==> config.mk <==
export PLATFORM = sky130hd
export DESIGN_NAME = seq_detect_prog
export DESIGN_NICKNAME = d
export VERILOG_FILES = /design/src/rtl/seq_detect_prog.sv
export SDC_FILE = /design/constraint.sdc
export NUM_CORES = 1
export LEC_CHECK = 0
export CAP_MARGIN = 10
export CORE_ASPECT_RATIO = 1.5
export CORE_MARGIN = 4
export CORE_UTILIZATION = 55
export DETAILED_ROUTE_END_ITERATION = 6
export GPL_TIMING_DRIVEN = 0
export MAX_ROUTING_LAYER = met4
export PLACE_DENSITY = 0.86
export SETUP_SLACK_MARGIN = 0.5
export SLEW_MARGIN = 5
export SYNTH_ARGS = -nofsm -noshare
export SYNTH_HDL_FRONTEND = slang
export SYNTH_SLANG_ARGS = --single-unit
==> constraint.sdc <==
create_clock -name clk -period 6 [get_ports clk]
set_input_delay 1.5 -clock clk [delete_from_list [all_inputs] [get_ports clk]]
set_output_delay 1.5 -clock clk [all_outputs]
set_load 0.02 [all_outputs]
==> src/rtl/seq_detect_prog.sv <==
// Runtime-programmable two-pattern serial detector with registered hit pulses.
// Optional saturating hit counter is built only when SEQ_DETECT_CNT_EN is defined.
module seq_detect_prog #(
   parameter int MAX_LEN = 8,
   parameter int LEN_W   = $clog2(MAX_LEN) + 1,
   parameter int CNT_W   = 8
) (
   input  logic               clk,
   input  logic               rst,
   input  logic               cfg_load,
   input  logic [MAX_LEN-1:0] cfg_pat_a,
   input  logic [LEN_W-1:0]   cfg_len_a,
   input  logic [MAX_LEN-1:0] cfg_pat_b,
   input  logic [LEN_W-1:0]   cfg_len_b,
   input  logic               cfg_overlap,
   input  logic               data_valid,
   input  logic               data_in,
   input  logic               cnt_clr,
   output logic               armed,
   output logic               hit_a,
   output logic               hit_b,
   output logic [CNT_W-1:0]   hit_cnt
);

   localparam logic [0:0] S_IDLE = 1'b0;
   localparam logic [0:0] S_RUN  = 1'b1;
   localparam logic [LEN_W-1:0] MAX_L = LEN_W'(MAX_LEN);

   logic [0:0]         state_q, state_d;
   logic [MAX_LEN-1:0] pat_a_q, pat_a_d;
   logic [MAX_LEN-1:0] pat_b_q, pat_b_d;
   logic [LEN_W-1:0]   len_a_q, len_a_d;
   logic [LEN_W-1:0]   len_b_q, len_b_d;
   logic               ovl_q, ovl_d;
   logic [MAX_LEN-1:0] hist_q, hist_d;
   logic [LEN_W-1:0]   fill_q, fill_d;
   logic               hit_a_q, hit_a_d;
   logic               hit_b_q, hit_b_d;
   logic               accept;
   logic [MAX_LEN-1:0] nh;
   logic               match_a, match_b;

   // Low len bits of the new history equal the pattern, with enough bits seen.
   function automatic logic pat_match(
      input logic [MAX_LEN-1:0] h,
      input logic [MAX_LEN-1:0] p,
      input logic [LEN_W-1:0]   len,
      input logic [LEN_W-1:0]   f
   );
      logic ok;
      ok = 1'b1;
      for (int i = 0; i < MAX_LEN; i++) begin
         if (i < int'(len) && h[i] != p[i]) ok = 1'b0;
      end
      return ok && (len != '0) && (len <= MAX_L) &&
             (({1'b0, f} + 1'b1) >= {1'b0, len});
   endfunction

   // Next-state: config latch, history shift, match evaluation.
   always_comb begin
      state_d = state_q;
      pat_a_d = pat_a_q;
      pat_b_d = pat_b_q;
      len_a_d = len_a_q;
      len_b_d = len_b_q;
      ovl_d   = ovl_q;
      hist_d  = hist_q;
      fill_d  = fill_q;
      hit_a_d = 1'b0;
      hit_b_d = 1'b0;
      accept  = (state_q == S_RUN) && !cfg_load && data_valid;
      nh      = {hist_q[MAX_LEN-2:0], data_in};
      match_a = pat_match(nh, pat_a_q, len_a_q, fill_q);
      match_b = pat_match(nh, pat_b_q, len_b_q, fill_q);
      if (cfg_load) begin
         state_d = S_RUN;
         pat_a_d = cfg_pat_a;
         pat_b_d = cfg_pat_b;
         len_a_d = cfg_len_a;
         len_b_d = cfg_len_b;
         ovl_d   = cfg_overlap;
         hist_d  = '0;
         fill_d  = '0;
      end else if (accept) begin
         hit_a_d = match_a;
         hit_b_d = match_b;
         hist_d  = nh;
         fill_d  = (fill_q == MAX_L) ? fill_q : fill_q + 1'b1;
         if (!ovl_q && (match_a || match_b)) begin
            hist_d = '0;
            fill_d = '0;
         end
      end
   end

   // Detector state registers with synchronous reset.
   always_ff @(posedge clk) begin
      if (rst) begin
         state_q <= S_IDLE;
         pat_a_q <= '0;
         pat_b_q <= '0;
         len_a_q <= '0;
         len_b_q <= '0;
         ovl_q   <= 1'b0;
         hist_q  <= '0;
         fill_q  <= '0;
         hit_a_q <= 1'b0;
         hit_b_q <= 1'b0;
      end else begin
         state_q <= state_d;
         pat_a_q <= pat_a_d;
         pat_b_q <= pat_b_d;
         len_a_q <= len_a_d;
         len_b_q <= len_b_d;
         ovl_q   <= ovl_d;
         hist_q  <= hist_d;
         fill_q  <= fill_d;
         hit_a_q <= hit_a_d;
         hit_b_q <= hit_b_d;
      end
   end

   assign armed = (state_q == S_RUN);
   assign hit_a = hit_a_q;
   assign hit_b = hit_b_q;

`ifdef SEQ_DETECT_CNT_EN
   logic [CNT_W-1:0] cnt_q, cnt_d;
   logic [CNT_W:0]   cnt_sum;

   // Saturating add of 0..2 hits per accepted bit; clear wins.
   always_comb begin
      cnt_sum = {1'b0, cnt_q} + (CNT_W+1)'(hit_a_d) + (CNT_W+1)'(hit_b_d);
      cnt_d   = cnt_sum[CNT_W] ? '1 : cnt_sum[CNT_W-1:0];
      if (cnt_clr) cnt_d = '0;
   end

   // Hit counter register.
   always_ff @(posedge clk) begin
      if (rst) cnt_q <= '0;
      else     cnt_q <= cnt_d;
   end

   assign hit_cnt = cnt_q;
`else
   logic cnt_clr_unused;
   assign cnt_clr_unused = cnt_clr;
   assign hit_cnt = '0;
`endif

endmodule

==> run metrics <==
Mapped Cells 235; post-synth cell types 39; min cycle time layout 3.173 ns; mean area per synthesized cell 9.030 um2; CTS max path bufs 2; Initial Util 0.5763; Pwr Density ~230 nW/um2; total power 602.3 uW; Final HPWL DP 3564 um; Rel. slew slack 0.5785; post-synthesis sequential area ratio 0.3679; Synth-to-Final Area Change 23.94%; Initial DRT Pass Iterations 4; worst-path maximum fanout 10; worst hold-check path type register to register; initial antenna violation count 0; chip height 84.08 um; cell accounting for the most synthesized area dfxtp_1; crit share post-route 0.5288; vias in the first global route 1733; CP arrival 3.36 ns; CTS root buf clkbuf_8; Core Area 3682 um2; share of cells above drive strength 1 0.1068; CP Launch Type input port; die width 58.72 um; post-route ant nets 0; H-tree Lvls 2; most used flip-flop cell after synthesis dfxtp_1; Initial DRC Count 45; Sink Count 39; final setup vio count 0; Mapped Area 2122 um2; # Post-CTS Setup Buffers 0; Crit-path slowest cell clkdlybuf4s50_1; Worst Path Buf+Inv 2; maximum vdd drop 0.2130 mV; Final Hold Vio Count 0; status completed; largest net degree at the start of global routing 13; Final Net Count 321; Resized Gates After CTS 0; FP Rows 27; Clock transition at path regs 0.08 ns; Crit path largest cell delay 0.58 ns; Area contributors post-synth dfxtp_1 37%, mux2i_1 13%, xnor2_1 6.2%; die area roughly 4900 um2; CTS Hold Buffers Added 0; routed vias between 1500 and 2000; Placed Area 2512 um2; Setup Skew 0.006248 ns; top-count cell post-synth dfxtp_1; GP Congestion 0.8745; DRC viols 0; num ports 42; Req. time, crit path slightly above 6 ns; fraction of registers with async set or reset after synthesis 0; first-pass GRT wire length 7886 um; crit-path cells clkdlybuf4s50_1, xnor2_1, o21ai_1, nor4_4, o2111ai_2, buf_6, a32oi_2, nor2_1; PortBufs 31; worst slew pin tran around 0.63 ns; Post-synth EDFFs 0; Overall Global Routing Usage 0.2118; max-cap viol count 0; RSZ-0062 raised after global routing no; CP top delay family buffers and inverters; CP endpoint kind register; Final TNS setup 0 ns; post-DR vias/cell 5.531; register bit total from synthesis 39; Ys Warns 0; Hold WS 0.4915 ns; number of diodes 0; Skew-Pair Late Insertion Delay 0.29 ns; routed len/inst 14.28 um; final slew viol count 0; Synth top cells by count 39 x dfxtp_1, 33 x nor2_1, 27 x mux2i_1; Overflow after GRT 0; Total Routed Length 4627 um; design area 2630 um2; worst setup path category input port to register; CTS tree done; top-area cell type share of the netlist area 0.3679; Fmax 315.2 MHz; CTS Buf Count 5; static leakage 1.063 nW
routing by layer:
layer,vias up,track usage,part of all wire
met4,0,0.07835,0.028
met5,-,-,0
met3,12,0.04180,0.053
li1,901,-,-
met2,52,0.3611,0.52
met1,827,0.2383,0.40
stage by stage:
stage | utilization | std cells | setup slack [ns]
global placement | 0.6823 | 316 | 2.583
floorplan | - | 242 | 3.308
global route | 0.7142 | 324 | 2.692
detailed placement | 0.6823 | 316 | 2.529
finish | 0.7142 | 324 | 2.827
CTS | 0.7142 | 324 | 2.829
report_power, final:
group / switching (mW) / internal (mW) / leakage, nW
clock network: 0.0899 / 0.134 / 0.0612
registers: 0.0117 / 0.270 / 0.320
logic: 0.0462 / 0.0505 / 0.682
total: 0.148 / 0.455 / 1.06
cell type report:
class                   count  area [um2]
clock inverters             2       35.03
well taps                  43       53.80
repair buffers             31       310.3
multi-input cells         174        1204
inverters                  10       37.54
fillers                   270        1052
clock buffers               6       82.58
plain buffers              19       126.4
flip-flops and latches     39       780.7
cell usage in the layout (no fill, tap or decap), types with 2 or more instances in the layout:
cell type and n:
dfxtp_1 39, nor2_1 33, clkdlybuf4s50_1 31, mux2i_1 27
xnor2_1 15, nand2_1 11, a21oi_1 11, nand4_1 11
inv_1 10, ha_1 10, buf_4 9, conb_1 8
a31oi_1 7, clkbuf_8 7, o21ai_0 6, nor3_1 5
clkbuf_1 4, a211oi_1 4, xor2_1 3, buf_2 3
nand2b_1 3, nand3_1 2, or2_2 2, nor3_2 2
registers in the layout, indices dropped and copies added, names as in the netlist:
signal	count
fill_q	4
armed	1
len_a_q	4
ovl_q	1
hit_a	1
pat_b_q	8
hist_q	7
len_b_q	4
hit_b	1
pat_a_q	8
logic make-up (layout without fill, tap and decap cells):
logic type | after synthesis | after routing | share of synthesized area
muxes | 27 | 27 | 0.1274
buffers and inverters | 29 | 68 | 0.07723
adders and majority gates | 10 | 10 | 0.05896
DFF | 39 | 39 | 0.3679
other | 1 | 8 | 0.001767
AOI/OAI and AO/OA | 37 | 37 | 0.1173
and+or+nand+nor | 74 | 74 | 0.1751
xor gates and xnor gates | 18 | 18 | 0.07430
tightest hold or removal path, cell delays in order, from the launching register on:
cell and delay (ns):
dfxtp_1 0.33, nor2_1 0.09, nor2_1 0.04
final timing paths:
kind,start,end,slack (ns),cells after the start
setup / recovery,data_in,fill_q[3],2.83,8
hold / removal,armed,armed,0.49,2
setup reg to reg,fill_q[0],fill_q[3],3.53,9
hold reg to reg,armed,armed,0.49,2
No activity file was read; power rests on OpenSTA's default activity.
